### src/rtl/bp_fe_pkg.sv
// Shared frontend definitions.
//   bp_fe_upd_arb_state_e : state of the predictor-table update arbiter
//     e_reset - first cycle after reset; no table writes are issued
//     e_clear - clear sweep walks every table index
//     e_run   - normal redirect / attaboy update scheduling
package bp_fe_pkg;

    typedef enum logic [1:0] {
        e_reset,
        e_clear,
        e_run
    } bp_fe_upd_arb_state_e;

endpackage

### src/rtl/bsg_fifo_1r1w_small.sv
// Small one-read one-write FIFO (ready_then_valid input protocol).
//   clk_i/reset_i     : clock, synchronous active-high reset (empties the FIFO)
//   v_i/ready_o/data_i: enqueue side; v_i may only be raised while ready_o=1
//   v_o/data_o/yumi_i : dequeue side; data_o is the head, and yumi_i pops it
// ready_o comes from registered occupancy only, so a full FIFO refuses an
// enqueue even in a cycle where it also dequeues. The FIFO has no bypass path.
module bsg_fifo_1r1w_small #(
    parameter int width_p = 8,
    parameter int els_p   = 4    // power of 2, >= 2
) (
    input  logic               clk_i,
    input  logic               reset_i,
    input  logic               v_i,
    output logic               ready_o,
    input  logic [width_p-1:0] data_i,
    output logic               v_o,
    output logic [width_p-1:0] data_o,
    input  logic               yumi_i
);
    localparam int ptr_w = $clog2(els_p);

    logic [els_p-1:0][width_p-1:0] mem;
    logic [ptr_w-1:0]              rptr, wptr;
    logic [ptr_w:0]                count;
    logic                          enq, deq;

    assign ready_o = (count != (ptr_w+1)'(els_p));
    assign v_o     = (count != '0);
    assign data_o  = mem[rptr];
    assign enq     = v_i & ready_o;
    assign deq     = yumi_i & v_o;

    // Pointers wrap naturally because els_p is a power of 2.
    always_ff @(posedge clk_i) begin
        if (reset_i) begin
            rptr  <= '0;
            wptr  <= '0;
            count <= '0;
        end else begin
            if (enq) wptr <= wptr + 1'b1;
            if (deq) rptr <= rptr + 1'b1;
            case ({enq, deq})
                2'b10:   count <= count + 1'b1;
                2'b01:   count <= count - 1'b1;
                default: count <= count;
            endcase
        end
    end

    always_ff @(posedge clk_i) begin
        if (enq) mem[wptr] <= data_i;
    end

endmodule

### src/rtl/bp_fe_pred_update_arb.sv
// Schedules every write into one branch-predictor table write port.
//   clk_i, reset_i            : clock, synchronous active-high reset
//   init_done_o               : post-reset clear sweep has finished
//   redirect_v/data/yumi      : backend redirect updates, highest priority, unbuffered
//   attaboy_v/data/yumi       : correct-prediction updates, accepted into a FIFO
//   flush_i                   : drop all queued attaboys
//   w_v/clr/idx/src/data_o    : table write request (src 1=redirect, 0=attaboy)
//   w_yumi_i                  : table consumed the write
// After reset every table index is written with zeros. Only then are
// updates accepted. A starve counter limits consecutive redirect grants
// while attaboys are waiting.
module bp_fe_pred_update_arb
    import bp_fe_pkg::*;
#(
    parameter int upd_width_p    = 64,
    parameter int idx_width_p    = 9,
    parameter int fifo_els_p     = 4,
    parameter int starve_limit_p = 8
) (
    input  logic                   clk_i,
    input  logic                   reset_i,
    output logic                   init_done_o,
    input  logic                   redirect_v_i,
    input  logic [upd_width_p-1:0] redirect_data_i,
    output logic                   redirect_yumi_o,
    input  logic                   attaboy_v_i,
    input  logic [upd_width_p-1:0] attaboy_data_i,
    output logic                   attaboy_yumi_o,
    input  logic                   flush_i,
    output logic                   w_v_o,
    output logic                   w_clr_o,
    output logic [idx_width_p-1:0] w_idx_o,
    output logic                   w_src_o,
    output logic [upd_width_p-1:0] w_data_o,
    input  logic                   w_yumi_i
);
    localparam int                     sc_w       = $clog2(starve_limit_p + 1);
    localparam logic [idx_width_p-1:0] idx_last   = '1;
    localparam logic [sc_w-1:0]        starve_lim = sc_w'(starve_limit_p);

    bp_fe_upd_arb_state_e state_r, state_n;
    logic [idx_width_p-1:0] sweep_r;
    logic [sc_w-1:0]        starve_r;

    logic                   fifo_v, fifo_ready, fifo_deq;
    logic [upd_width_p-1:0] fifo_data;
    logic                   run, redir_gnt;

    assign run = (state_r == e_run);

    // Redirects win unless attaboys have waited through starve_limit_p grants.
    assign redir_gnt = run & redirect_v_i & ~(fifo_v & (starve_r == starve_lim));

    always_comb begin
        state_n         = state_r;
        init_done_o     = run;
        w_v_o           = 1'b0;
        w_clr_o         = 1'b0;
        w_idx_o         = sweep_r;
        w_src_o         = 1'b0;
        w_data_o        = '0;
        redirect_yumi_o = 1'b0;
        attaboy_yumi_o  = 1'b0;
        fifo_deq        = 1'b0;
        case (state_r)
            e_reset: state_n = e_clear;
            e_clear: begin
                w_v_o   = 1'b1;
                w_clr_o = 1'b1;
                if (w_yumi_i && sweep_r == idx_last) state_n = e_run;
            end
            e_run: begin
                attaboy_yumi_o = attaboy_v_i & fifo_ready & ~flush_i;
                if (redir_gnt) begin
                    w_v_o           = 1'b1;
                    w_src_o         = 1'b1;
                    w_data_o        = redirect_data_i;
                    redirect_yumi_o = w_yumi_i;
                end else if (fifo_v) begin
                    w_v_o    = 1'b1;
                    w_data_o = fifo_data;
                    fifo_deq = w_yumi_i;
                end
            end
            default: state_n = e_reset;
        endcase
    end

    always_ff @(posedge clk_i) begin
        if (reset_i) begin
            state_r <= e_reset;
            sweep_r <= '0;
        end else begin
            state_r <= state_n;
            if (state_r == e_clear && w_yumi_i) sweep_r <= sweep_r + 1'b1;
        end
    end

    // Counts redirect grants taken while attaboys wait; any attaboy drain
    // or an empty queue restarts the count.
    always_ff @(posedge clk_i) begin
        if (reset_i || flush_i || !fifo_v || fifo_deq)
            starve_r <= '0;
        else if (redirect_yumi_o && starve_r != starve_lim)
            starve_r <= starve_r + 1'b1;
    end

    // A flush is a reset of the queue; a concurrent dequeue is harmless.
    bsg_fifo_1r1w_small #(
        .width_p(upd_width_p),
        .els_p  (fifo_els_p)
    ) attaboy_fifo (
        .clk_i  (clk_i),
        .reset_i(reset_i | flush_i),
        .v_i    (attaboy_yumi_o),
        .ready_o(fifo_ready),
        .data_i (attaboy_data_i),
        .v_o    (fifo_v),
        .data_o (fifo_data),
        .yumi_i (fifo_deq)
    );

endmodule

### config.mk
export PLATFORM = sky130hd
export DESIGN_NAME = bp_fe_pred_update_arb
export DESIGN_NICKNAME = d
export VERILOG_FILES = /design/src/rtl/bp_fe_pkg.sv /design/src/rtl/bsg_fifo_1r1w_small.sv /design/src/rtl/bp_fe_pred_update_arb.sv
export SDC_FILE = /design/constraint.sdc
export NUM_CORES = 1
export LEC_CHECK = 0
export BUFFER_PORTS_ARGS = -buffer_cell sky130_fd_sc_hd__clkbuf_2
export CAP_MARGIN = 10
export CORE_ASPECT_RATIO = 1.5
export CORE_MARGIN = 2
export CORE_UTILIZATION = 38
export CTS_CLUSTER_DIAMETER = 200
export CTS_CLUSTER_SIZE = 30
export DETAILED_ROUTE_END_ITERATION = 8
export GPL_ROUTABILITY_DRIVEN = 0
export SETUP_SLACK_MARGIN = 0.4
export SLEW_MARGIN = 20
export SYNTH_ARGS = -nofsm -noshare
export SYNTH_HDL_FRONTEND = slang
export SYNTH_SLANG_ARGS = --single-unit
### constraint.sdc
create_clock -name clk_i -period 2.65 [get_ports clk_i]
set_input_delay 0.1325 -clock clk_i [delete_from_list [all_inputs] [get_ports clk_i]]
set_output_delay 0.1325 -clock clk_i [all_outputs]
set_load 0.005 [all_outputs]
==> qor.csv <==
metric;value;unit
fin_nets;1014;
synth.yosys.warnings;0;
synthToLayoutAreaGrowth;27.2;%
overflow;0;
netSwitchingPower;0.00146;W
finalInstanceArea;14400;um2
cts_tree;yes;
fp.dieW;145;um
place_area;12900;um2
synthArstFlopShare;0;%
critPathLaunchType;flop;
insertion_delay;0.49;ns
final_common_cell;edfxtp_1;
p_int;0.00590;W
most-common-layout-cells;edfxtp_1, clkbuf_2, dlygate4sd3_1, mux4_2, a32o_1;
power_frac_seq;65.0;%
fmax;438;MHz
grt_pass1_wl;38700;um
multiInputGateArea;2940;um2
p_comb_share;3.9;%
grtUsageTotal;15.8;%
cts.sinks;278;
syn-num-nets;719;
clk_pin_slew;0.12;ns
start_util;38.5;%
yosys_most_used_dff;edfxtp_1;
cellPowerDensity;510;nW/um2
synth-edff-count;256;
layout-drive-gt1-share;41.4;%
fin_util;48.9;%
drt_wl_total;25900;um
relSlewSlack;69.5;%
synth_top_cell_area_share;67.8;%
reg2reg_from;state_r[0];
path_max_fanout;16;
min_period;2.28;ns
r2r_end;attaboy_fifo.count[2];
seq_area;8140;um2
synth_area_leader_cell;edfxtp_1;
fill_cells;2503;
cp.arrival;2.15;ns
r2r_setup_slack;0.42;ns
drv_slew;0;
outcome;finished clean;
wl_per_cell;20.4;um
required;2.52;ns
fp.dieArea;31300;um2
viasPerCell;5.21;
switching_share;19.8;%
vias;6611;
synth_area_leaders;edfxtp_1, mux4_2, a32o_1;
period_share;86.1;%
tightestPinTransition;0.458;ns
reg2regPathDepth;11;
final-setup-viol-count;0;
crit_start;state_r[0];
cts_buffer_depth;3;
synth_area;11300;um2
rsz0062_at_grt;true;
crit_end;w_data_o[63];
drc_errors;0;
path_class;reg2out;
cap_violations;0;
hpwl;15400;um
p_leak;4.90;nW
cp-end-kind;output pin;
avgSynthCellArea;19.8;um2
core-area;29500;um2
clockPowerShare;31.1;%
drt-initial-drc-count;353;
clock_skew;0.0167;ns
ys_seq_area_share;71.7;%
antenna_found_initial;0;
cts_made_buffers;13;
hp-class;in2reg;
synth_cell_types;42;
ant_nets;0;
first_global_vias;6851;
hold_viol;0;
root_buffer;clkbuf_16;
synth_seq_cells;278;
peakVddDrop;0.000414;V
synth_cells;572;
fin_tns_setup;0;ns
io_pins;213;
fp.dieH;216;um
first_pass_iters;4;
num_antenna_cells;0;
rows;77;
grt_max_degree;41;
htreeDepth;1;
port_buffers;212;
[layer usage]
metal,up-vias,GRT usage [%],wire (um)
met3,20,1.80,920
met2,158,31.6,14600
met1,3421,18.1,9940
li1,3012,-,-
met5,-,0,0
met4,0,3.30,402
[what timing repair did]
item                                    CTS  global route
endpoints found under the setup margin   67            66
gates cloned                              4             4
gates resized for setup                  23             8
setup buffers                             6            11
pin swaps                                 2            12
hold buffers                             65             0
hold endpoints to repair                258             0
[worst min-delay path by stage]
stage | start | endpoint | slack, ns | cells past startpoint
detailed placement | attaboy_data_i[37] | attaboy_fifo.mem[37] | 0.35 | 1
finish | reset_i | w_idx_o[1] | 0.03 | 2
global route | reset_i | state_r[0] | 0.03 | 2
CTS | redirect_v_i | starve_r[2] | 0.002 | 3
floorplan | reset_i | state_r[1] | 0.20 | 1
global placement | attaboy_data_i[51] | attaboy_fifo.mem[243] | 0.35 | 1
[registers in the layout (all words and copies together), names as in the netlist]
register	count
attaboy_fifo.wptr	2
attaboy_fifo.rptr	2
state_r	2
starve_r	4
w_idx_o	9
attaboy_fifo.count	3
attaboy_fifo.mem	256
[worst max-delay path: stages, from the launching register on]
cell	delay [ns]
dfxtp_2	0.35
inv_2	0.08
ha_4	0.16
buf_12	0.10
clkinvlp_4	0.09
a211oi_4	0.25
buf_12	0.20
clkbuf_16	0.20
a32o_1	0.13
clkbuf_2	0.11
[power by group through the flow]
stage	Combinational, W	Clock [W]	Sequential, W
floorplan	0.0000505	0	0.00489
global placement	0.000193	0	0.00488
detailed placement	0.000201	0	0.00488
CTS	0.000284	0.00238	0.00478
global route	0.000313	0.00253	0.00478
finish	0.000285	0.00229	0.00478
[cells by family after synthesis]
group                    count (synthesis)  share of synthesized area, %
AND/OR/NAND/NOR                         62                          3.21
multiplexers                            67                          13.0
AO/OA/AOI/OAI                           97                          7.46
flip-flops                             278                          71.7
adder cells (fa/ha/maj)                 13                          1.50
buffers and inverters                   51                          2.90
XOR/XNOR                                 4                         0.309
[per-stage QoR]
stage	std cells	setup WS [ns]	total power, W	hold WS [ns]
after floorplan	572	0.430	0.00494	0.204
after global placement	1157	0.401	0.00508	0.351
after detailed placement	1157	0.367	0.00508	0.352
after CTS	1254	0.323	0.00745	0.00180
after global routing	1269	0.279	0.00763	0.0317
final	1269	0.369	0.00736	0.0333
[synth_stat cells, types with 2 or more instances]
master / count
a211oi_1: 2
or3_1: 6
mux4_2: 64
a31oi_1: 2
nor2b_1: 2
inv_1: 11
a21oi_1: 15
buf_12: 4
nor2_1: 8
xnor2_1: 2
clkbuf_1: 15
ha_1: 12
or4_1: 3
and2_1: 3
dfxtp_1: 22
xor2_1: 2
buf_6: 7
mux2i_1: 3
nand2_1: 10
a32o_1: 64
and3_1: 4
nand3_1: 10
buf_2: 13
nand4_1: 7
o21ai_0: 7
o31ai_1: 2
edfxtp_1: 256
o21a_1: 2
[area by class of cell]
type,count,share of cell area [%]
flip-flops and latches,278,56.4
multi-input cells,243,20.4
repair buffers,320,16.7
well taps,395,3.43
clock buffers,20,2.44
inverters,11,0.312
clock inverters,2,0.269
Power figures use the tool's default switching activity.
